<file path="src/rtl/mips_multicycle_control.sv">
`default_nettype none
// ============================================================================
// Module   : mips_multicycle_control
// Brief    : Multicycle MIPS control FSM with ALU decoder (lw, sw, R, beq,
//            addi, j) driving datapath selects, strobes and PC enable.
// Revision : 1.0
// ============================================================================
module mips_multicycle_control #(
    parameter bit ILLEGAL_TRAP = 1'b0
) (
    input  logic       clk,
    input  logic       reset,
    input  logic [5:0] Op,
    input  logic [5:0] Funct,
    input  logic       Zero,
    output logic       IorD,
    output logic       MemWrite,
    output logic       IRWrite,
    output logic       RegDst,
    output logic       MemtoReg,
    output logic       RegWrite,
    output logic       ALUSrcA,
    output logic [1:0] ALUSrcB,
    output logic [2:0] ALUControl,
    output logic [1:0] PCSrc,
    output logic       PCEn,
    output logic       Illegal,
    output logic [3:0] State
);

    localparam logic [3:0] c_FETCH    = 4'd0;
    localparam logic [3:0] c_DECODE   = 4'd1;
    localparam logic [3:0] c_MEMADR   = 4'd2;
    localparam logic [3:0] c_MEMREAD  = 4'd3;
    localparam logic [3:0] c_MEMWB    = 4'd4;
    localparam logic [3:0] c_MEMWRITE = 4'd5;
    localparam logic [3:0] c_EXECUTE  = 4'd6;
    localparam logic [3:0] c_ALUWB    = 4'd7;
    localparam logic [3:0] c_BRANCH   = 4'd8;
    localparam logic [3:0] c_ADDIEX   = 4'd9;
    localparam logic [3:0] c_ADDIWB   = 4'd10;
    localparam logic [3:0] c_JUMP     = 4'd11;
    localparam logic [3:0] c_TRAP     = 4'd12;

    localparam logic [5:0] c_OP_LW    = 6'b100011;
    localparam logic [5:0] c_OP_SW    = 6'b101011;
    localparam logic [5:0] c_OP_RTYPE = 6'b000000;
    localparam logic [5:0] c_OP_BEQ   = 6'b000100;
    localparam logic [5:0] c_OP_ADDI  = 6'b001000;
    localparam logic [5:0] c_OP_J     = 6'b000010;

    logic [3:0] r_state;
    logic [3:0] w_next;
    logic       w_funct_ok;
    logic [1:0] w_aluop;
    logic       w_pcwrite;
    logic       w_branch;
    logic       w_memwrite;
    logic       w_irwrite;
    logic       w_regwrite;
    logic       w_illegal;

    always_ff @(posedge clk or posedge reset) begin
        if (reset) begin
            r_state <= c_FETCH;
        end else begin
            r_state <= w_next;
        end
    end

    always_comb begin
        w_funct_ok = 1'b0;
        case (Funct)
            6'b100000, 6'b100010, 6'b100100, 6'b100101, 6'b101010: w_funct_ok = 1'b1;
            default:                                               w_funct_ok = 1'b0;
        endcase
    end

    // Illegal opcodes are only resolved in DECODE; later states trust the IR.
    always_comb begin
        w_next = c_FETCH;
        case (r_state)
            c_FETCH:  w_next = c_DECODE;
            c_DECODE: begin
                case (Op)
                    c_OP_LW, c_OP_SW: w_next = c_MEMADR;
                    c_OP_RTYPE:       w_next = w_funct_ok ? c_EXECUTE
                                             : (ILLEGAL_TRAP ? c_TRAP : c_FETCH);
                    c_OP_BEQ:         w_next = c_BRANCH;
                    c_OP_ADDI:        w_next = c_ADDIEX;
                    c_OP_J:           w_next = c_JUMP;
                    default:          w_next = ILLEGAL_TRAP ? c_TRAP : c_FETCH;
                endcase
            end
            c_MEMADR:  w_next = (Op == c_OP_SW) ? c_MEMWRITE : c_MEMREAD;
            c_MEMREAD: w_next = c_MEMWB;
            c_EXECUTE: w_next = c_ALUWB;
            c_ADDIEX:  w_next = c_ADDIWB;
            c_TRAP:    w_next = c_TRAP;
            default:   w_next = c_FETCH;
        endcase
    end

    always_comb begin
        IorD       = 1'b0;
        w_memwrite = 1'b0;
        w_irwrite  = 1'b0;
        RegDst     = 1'b0;
        MemtoReg   = 1'b0;
        w_regwrite = 1'b0;
        ALUSrcA    = 1'b0;
        ALUSrcB    = 2'b00;
        w_aluop    = 2'b00;
        PCSrc      = 2'b00;
        w_pcwrite  = 1'b0;
        w_branch   = 1'b0;
        w_illegal  = 1'b0;
        case (r_state)
            c_FETCH: begin
                ALUSrcB   = 2'b01;
                w_irwrite = 1'b1;
                w_pcwrite = 1'b1;
            end
            c_DECODE:   ALUSrcB = 2'b11;
            c_MEMADR: begin
                ALUSrcA = 1'b1;
                ALUSrcB = 2'b10;
            end
            c_MEMREAD:  IorD = 1'b1;
            c_MEMWB: begin
                MemtoReg   = 1'b1;
                w_regwrite = 1'b1;
            end
            c_MEMWRITE: begin
                IorD       = 1'b1;
                w_memwrite = 1'b1;
            end
            c_EXECUTE: begin
                ALUSrcA = 1'b1;
                w_aluop = 2'b10;
            end
            c_ALUWB: begin
                RegDst     = 1'b1;
                w_regwrite = 1'b1;
            end
            c_BRANCH: begin
                ALUSrcA  = 1'b1;
                w_aluop  = 2'b01;
                PCSrc    = 2'b01;
                w_branch = 1'b1;
            end
            c_ADDIEX: begin
                ALUSrcA = 1'b1;
                ALUSrcB = 2'b10;
            end
            c_ADDIWB:   w_regwrite = 1'b1;
            c_JUMP: begin
                PCSrc     = 2'b10;
                w_pcwrite = 1'b1;
            end
            c_TRAP:     w_illegal = 1'b1;
            default:    w_illegal = 1'b0;
        endcase
    end

    always_comb begin
        ALUControl = 3'b010;
        case (w_aluop)
            2'b01:   ALUControl = 3'b110;
            2'b10: begin
                case (Funct)
                    6'b100010: ALUControl = 3'b110;
                    6'b100100: ALUControl = 3'b000;
                    6'b100101: ALUControl = 3'b001;
                    6'b101010: ALUControl = 3'b111;
                    default:   ALUControl = 3'b010;
                endcase
            end
            default: ALUControl = 3'b010;
        endcase
    end

    // Strobes are gated by reset so an aborted instruction writes nothing.
    assign MemWrite = w_memwrite & ~reset;
    assign IRWrite  = w_irwrite & ~reset;
    assign RegWrite = w_regwrite & ~reset;
    assign PCEn     = (w_pcwrite | (w_branch & Zero)) & ~reset;
    assign Illegal  = w_illegal & ~reset;
    assign State    = r_state;

endmodule
`default_nettype wire

</file>
<file path="config.mk">
export PLATFORM = sky130hd
export DESIGN_NAME = mips_multicycle_control
export DESIGN_NICKNAME = d
export VERILOG_FILES = /design/src/rtl/mips_multicycle_control.sv
export SDC_FILE = /design/constraint.sdc
export NUM_CORES = 1
export LEC_CHECK = 0
export ABC_AREA = 1
export CAP_MARGIN = 15
export CORE_AREA = 10 10 47 49
export DETAILED_ROUTE_END_ITERATION = 10
export DIE_AREA = 0 0 57 59
export DONT_BUFFER_PORTS = 1
export SLEW_MARGIN = 20
export SYNTH_ARGS = -nofsm -noshare
export SYNTH_HDL_FRONTEND = slang
export SYNTH_SLANG_ARGS = --single-unit
</file>
<file path="constraint.sdc">
create_clock -name clk -period 1.8 [get_ports clk]
set_input_delay 0.45 -clock clk [delete_from_list [all_inputs] [get_ports clk]]
set_output_delay 0.45 -clock clk [all_outputs]
set_load 0.02 [all_outputs]
</file>
* Word level (Yosys, flattened, before mapping)
Cells that the tools add are included.
Storage, ports and cells: register bits after elaboration 4, latch bits 0, memory bits (writable) 0, bits in read-only memories 0, output and inout port bits 20, word-level logic and storage cells 62, memories kept 0
Operators by class: add/subtract/negate cells 0, $mul 0, divide/modulo/power cells 0, magnitude comparators 0, eq/ne operators 24, shift operators 0, muxes and demuxes 20, bitwise operators 8, reductions and logical operators 9
Operators with widths (number):
- $eq 6x6->1 const B | 7
- $pmux 4 s7 | 1
- $eq 4x4->1 const B | 5
- $pmux 4 s5 | 1
- $eq 4x3->1 const B | 4
- $pmux 3 s4 | 1
- $mux 1 | 11
- $eq 4x2->1 const B | 2
- $pmux 2 s2 | 2
- $reduce_or 2->1 | 4
- $and 1x1->1 | 6
- $eq 6x2->1 const B | 1
- $eq 6x3->1 const B | 1
- $eq 6x4->1 const B | 1
- $logic_not 6->1 | 1
- $mux 3 | 2
- $pmux 2 s3 | 1
- $pmux 3 s2 | 1
- $reduce_or 5->1 | 1
- $eq 4x1->1 const B | 1
- $logic_not 4->1 | 1
- $reduce_or 4->1 | 1
- $reduce_or 3->1 | 1
- $eq 2x1->1 const B | 1
- 3 further kinds | 3

* Logic depth before layout (Yosys ltp)
Gate-level depths: netlist (run 1).
depth in word-level cells 6, mapped depth 9, gate-level depth less buffers 9

* Worst setup path before layout (run 1)
OpenSTA, ideal clock, no wires.
path kind reg2out, start point register r_state[3], in the netlist State[3], end point output ALUControl[2], data arrival time 1.884 ns, required time 1.350 ns, setup slack -0.534 ns, stages on the path, launching flop included 8, path through dfrtp_1 inv_2 nor2_2 inv_2 nor2_4 inv_1 ha_1 a21boi_0
On the way: cells in the longest elaborated chain, start to end 4
Ends and longest elaborated chain:
- start, declared | line 52 | logic [3:0] r_state;
- start signal, assigned | line 65 | r_state <= c_FETCH;
- start signal, assigned | line 67 | r_state <= w_next;
- $eq 4x4->1 / $eq 4x3->1 (equally long branches) | line 118 | case (r_state)
- $pmux 2 s2 (*) | line 118
- $eq 2x2->1 / $eq 2x1->1 (equally long branches) | line 168 | case (w_aluop)
- $pmux 3 s2 (*) | line 168
- end, declared | line 24 | output logic [2:0] ALUControl,
Every way passes the cells marked *; elsewhere a longest branch is shown, timed or not.

* Final worst setup path (run 1)
start point register r_state[0], in the netlist State[0], end point output ALUControl[2]
The elaborated chain is that of the path after synthesis.

==> results.md, run 1 <==
- Outcome: finished, violations left
- Failing checks: setup timing
- DRT antenna net count: 0
- Clk sink count: 4
- Dpl hpwl: 1660 um
- Area after DPL: 841 um2
- Hold buffers post-CTS: 0
- Initial antenna violation count: 0
- Nets: 163
- First-pass GRT wire length: 3530 um
- Worst Max-Slew Pin Slew: between 0.3 and 0.4 ns
- Post-synth cell types: 23
- CTS Buf Count: 3
- Worst Hold Slack: approximately 0.0042 ns
- Vias after detailed routing: 851
- Pint: 0.608 mW
- Asr flop ratio synth: 100%
- Max-slew violations: 0
- FP Rows: 14
- Layout area overhead: 80.7%
- CP startpoint: State[0]
- Clk_lat worst skew: 0.24 ns
- Clock root buffer master: clkbuf_4
- Seq cells post-synth: 4
- R2R Setup Slk: 0.21 ns
- Initial cell density of the core: 45.4%
- Die height: around 59 um
- H-Tree Depth: 1
- Largest net degree at the start of global routing: 6
- RePlAce Congestion: 0.861
- Fin util: 82.0%
- Cells after synthesis: 110
- Worst setup SP type: register
- Layout Cells excl Fill: 159
- GRT overflow: 0
- Hold Path Class: in -> async
- IO Pins: 35
- DIE AREA: 3360 um2
- Post-Syn Area per Cell: 5.78 um2
- Most frequent cells in the layout: nand2_1, buf_4, inv_1, nor2_1, buf_6
- Antenna Cells: 0
- P_sw: 0.613 mW
- Drt wl/cell: 16.1 um
- Die W: approximately 57 um
- Tot GR Track Use: 12.6%
- Ys flop type: dfrtp_1
- PwrDens: 1060 nW/um2
- Final Hold Fails: 0
- Clock group share of total power: a little under a tenth
- Cell total after placement: 147
- RSZ-0062 raised after global routing: yes
- Reg2reg start: State[1]
- Core Region: 1400 um2
- Largest cells by area after synthesis: dfrtp_1, inv_1, nand2_1
- Max-cap violations: 0
- Worst rel slew slack: 73.7%
- Post-synth top area share: 15.7%
- Final count of negative-setup-slack endpoints: 11
- Drt via density: approximately 5.4
- Synth Cell Area: approximately 640 um2
- CP Class: reg -> out
- Worst Path Arrival: 1.68 ns
- Syn nets: 128
- Static leakage: 0.589 nW
- Number of global-route vias before repair: about 860
- DR iter-0 viols: 12
- Worst-case vdd ir drop: 0.606 mV
- Max reg flops: 4
- CP required: 1.35 ns
- Max Freq: 470 MHz
- Clock Skew: 0.00864 ns
- Final WS setup: -0.329 ns
- Port bufs: 0
- Post-synth EDFFs: 0
- Sw frac: 50.2%
- Clock-pin slew on the worst setup and hold paths: 0.04 ns
- Post-Route WL: roughly 2600 um
- Fin area: 1150 um2
- Max clock buf depth: 2
- Tcrit/Tclk final: 118%
- Final min period: approximately 2.1 ns
- CP Max Fanout: 3
- DR pass1 iterations: 4
- Yosys Warn Count: 0
- Cell taking the most area after synthesis: dfrtp_1
- Worst Setup End Kind: output pin
- Sequential fraction of the synthesis area: roughly 16%
- CTS tree: built
- Drt drc: 0
- Part of the power in combinational logic: between 70 and 80%
- Share of cells above drive strength 1: 53.8%
- Seq pwr share: 13.1%
==> worst paths after layout <==
path,end,cells after the start
max reg2reg,State[1],12
max,ALUControl[2],7
min in group clk,State[2],2
min reg2reg,State[0],3
max in group asynchronous,State[3],1
min,State[0],1
==> final cells by class <==
cell class,instances,area [um2]
sequential,4,105
clock buffer,3,22.5
multi-input combinational,79,619
timing repair buffer,30,270
inverter,27,111
tap,16,20.0
fill,90,253
==> timing repair <==
item,CTS,global route
gates resized for setup,22,30
pin swaps,10,11
buffers inserted,8,3
endpoints found under the setup margin,10,13
==> power groups by stage <==
| stage | registers [mW] | clock network, mW | logic, mW |
|---|---|---|---|
| final | 0.160 | 0.111 | 0.951 |
| after global placement | 0.141 | 0 | 0.644 |
| after global routing | 0.161 | 0.123 | 1.00 |
| after detailed placement | 0.144 | 0 | 0.647 |
| after CTS | 0.148 | 0.112 | 0.782 |
| after floorplan | 0.183 | 0 | 0.358 |
==> layer usage <==
layer / routed length (um) / vias up / global-route usage, %
met2: 1380 / 45 / 23.7
met4: 98 / 0 / 6.38
li1: - / 413 / -
met1: 873 / 381 / 11.5
met5: 0 / - / 0
met3: 208 / 12 / 4.94
==> cell families (layout without fill, tap and decap cells) <==
group                      Yosys count  after routing  share of synthesized area, %
AOI/OAI and AO/OA                    9              9                          9.06
adders and majority gates            3              3                          5.91
buffers and inverters               27             60                          16.3
DFF                                  4              4                          15.7
and+or+nand+nor                     67             67                          53.0
==> stage by stage <==
step / setup WS [ns] / total power [mW] / TNS, ns
finish: -0.329 / 1.22 / -1.90
global route: -0.417 / 1.29 / -2.57
CTS: -0.306 / 1.04 / -1.29
detailed placement: -0.0915 / 0.791 / -0.151
global placement: -0.0483 / 0.786 / -0.0843
floorplan: -0.201 / 0.541 / -0.443
==> synthesized netlist by cell type (all sizes together) (2+ instances only) <==
master	n
dfrtp	4
ha	3
inv	27
nand2	24
nand3	11
nand4	4
nor2	25
nor3	2
o211ai	2
o21ai	2
==> worst max-delay path, stage by stage (launching register included) <==
cell and delay (ns):
dfrtp_2 0.44, nor2_4 0.13, inv_2 0.06, nor2_4 0.15, ha_4 0.16, nand4_1 0.11, buf_4 0.16, a21boi_4 0.20
Power figures use the tool's default switching activity.
==> run 2: changes to the inputs <==
--- a/config.mk
+++ b/config.mk
@@ -7,9 +7,9 @@
 export LEC_CHECK = 0
 export ABC_AREA = 1
 export CAP_MARGIN = 15
-export CORE_AREA = 10 10 47 49
+export CORE_AREA = 4 4 41 43
 export DETAILED_ROUTE_END_ITERATION = 10
-export DIE_AREA = 0 0 57 59
+export DIE_AREA = 0 0 45 47
 export DONT_BUFFER_PORTS = 1
 export SLEW_MARGIN = 20
 export SYNTH_ARGS = -nofsm -noshare
==> results.md, run 2 (same netlist as run 1, synthesis figures left out) <==
- Drt drc: 0
- Clk sink count: 4
- Clk_lat worst skew: 0.23 ns
- CP Class: reg -> out
- Number of global-route vias before repair: 724
- Worst path most repeated cell: inv_2
- Final count of negative-setup-slack endpoints: 7
- Post-Route WL: between 1500 and 2000 um
- Drt via density: 5.14
- Clock root buffer master: clkbuf_4
- CP Cell Sequence: nor2_2 -> inv_2 -> nor2_4 -> inv_2 -> ha_4 -> nand4_1 -> nor2_1 -> o21a_2
- First-pass GRT wire length: 2780 um
- Overall power: 0.966 mW
- Drt wl/cell: 11.5 um
- Antenna Cells: 0
- CP Max Fanout: 3
- Max reg flops: 4
- Port bufs: 0
- PwrDens: about 1000 nW/um2
- Initial cell density of the core: 48.8%
- Worst Max-Slew Pin Slew: 0.375 ns
- CP Buf/Inv Count: 2
- CP required: between 1 and 1.5 ns
- Cell total after placement: 145
- Final min period: 2.05 ns
- Met3 WL post-DR: 145 um
- Hold buffers post-CTS: 0
- Layout area overhead: 49.8%
- CTS tree: built
- Hold Path Class: in -> async
- Outcome: finished, violations left
- Clock Skew: between 0.001 and 0.0015 ns
- R2R Setup Slk: 0.38 ns
- Worst setup SP type: register
- Place WS: -0.0430 ns
- Max Freq: 488 MHz
- Routed wl met2: 885 um
- Worst Path Arrival: between 1.5 and 2 ns
- DIE AREA: 2120 um2
- Fill count: 122
- Clock-pin slew on the worst setup and hold paths: 0.04 ns
- RePlAce Congestion: between 0.8 and 0.9
- Dpl hpwl: 1430 um
- FP Rows: 13
- Initial antenna violation count: 0
- Worst-case vdd ir drop: 0.499 mV
- H-Tree Depth: 1
- Most frequent cells in the layout: buf_4, nand2_1, inv_1, nor2_1, nand3_1
- Family with the most delay on the worst path: simple AND/OR/NAND/NOR gates
- Commonest non-fill, non-tap cell in the layout: buf_4
- Worst rel slew slack: between 70 and 80%
- DR iter-0 viols: 19
- Worst Setup End Kind: output pin
- Tot GR Track Use: between 15 and 20%
- Die W: 45 um
- Largest stage delay on the critical path: 0.41 ns
- Layout Cells excl Fill: ~150
- Max-slew violations: 0
- Core Region: 1300 um2
- Final WS setup: -0.248 ns
- GRT overflow: 0
- Max-cap violations: 0
- DRT antenna net count: 0
- Final Hold Fails: 0
- Worst Hold Slack: around 0.0061 ns
- Vias after detailed routing: 776
- Share of cells above drive strength 1: approximately 45%
- Failing checks: setup timing
- Met1 WL: 668 um
- Max clock buf depth: 2
- Static leakage: between 0.5 and 0.6 nW
- Tcrit/Tclk final: 114%
- RSZ-0062 raised after global routing: yes
- Die height: between 40 and 50 um
- CTS Buf Count: 3
- Largest net degree at the start of global routing: 6
- DR pass1 iterations: 4
- IO Pins: 35
- Slowest CP cell: dfrtp_2
- Nets: 156
- Max Used Layer: met4
## run 2: cell type report
type	instances	area, um2	share of cell area [%]
Timing Repair Buffer	23	176	18.5
Multi-Input combinational cell	79	520	54.7
Sequential cell	4	105	11.0
Tap cell	15	18.8	1.97
Clock buffer	3	22.5	2.37
Inverter	27	109	11.4
## run 2: what timing repair did
item                       4_1_cts  5_1_grt
setup endpoints to repair       10       11
buffers inserted                 1        2
resized for setup               16        3
pin swaps                        3        3
## run 2: metal layers
layer | vias to the layer above | global-route usage (%)
li1 | 400 | -
met1 | 341 | 20.0
met2 | 31 | 31.9
met3 | 4 | 4.98
met4 | 0 | 6.43
met5 | - | 0
## run 2: worst register-to-register path, stage by stage, from the launching register on
cell	delay, ns
dfrtp_2	0.41
buf_4	0.17
nor2_4	0.17
inv_4	0.06
buf_4	0.16
nor2_8	0.10
nand3b_2	0.09
nand3_1	0.09
nand2_1	0.05
nand2_1	0.06
## run 2: worst paths after layout
path,end,start,cells after the start
max in group asynchronous,State[1],reset,1
setup reg to reg,State[1],State[3],9
hold / removal,State[2],reset,1
hold reg to reg,State[0],State[0],3
min in group clk,State[2],Op[3],2
setup / recovery,ALUControl[0],State[1],8
## run 2: where the power goes
| part | internal [mW] | switching, mW | total [mW] |
|---|---|---|---|
| registers | 0.118 | 0.0310 | 0.149 |
| logic | 0.300 | 0.410 | 0.710 |
| clock network | 0.0743 | 0.0327 | 0.107 |
## run 2: metrics by stage
stage	cell area (um2)	util [%]	TNS (ns)
global placement	832	63.9	-0.0744
global route	952	73.2	-2.05
CTS	930	71.4	-0.975
floorplan	663	-	-0.443
detailed placement	832	63.9	-0.0812
finish	952	73.2	-1.05
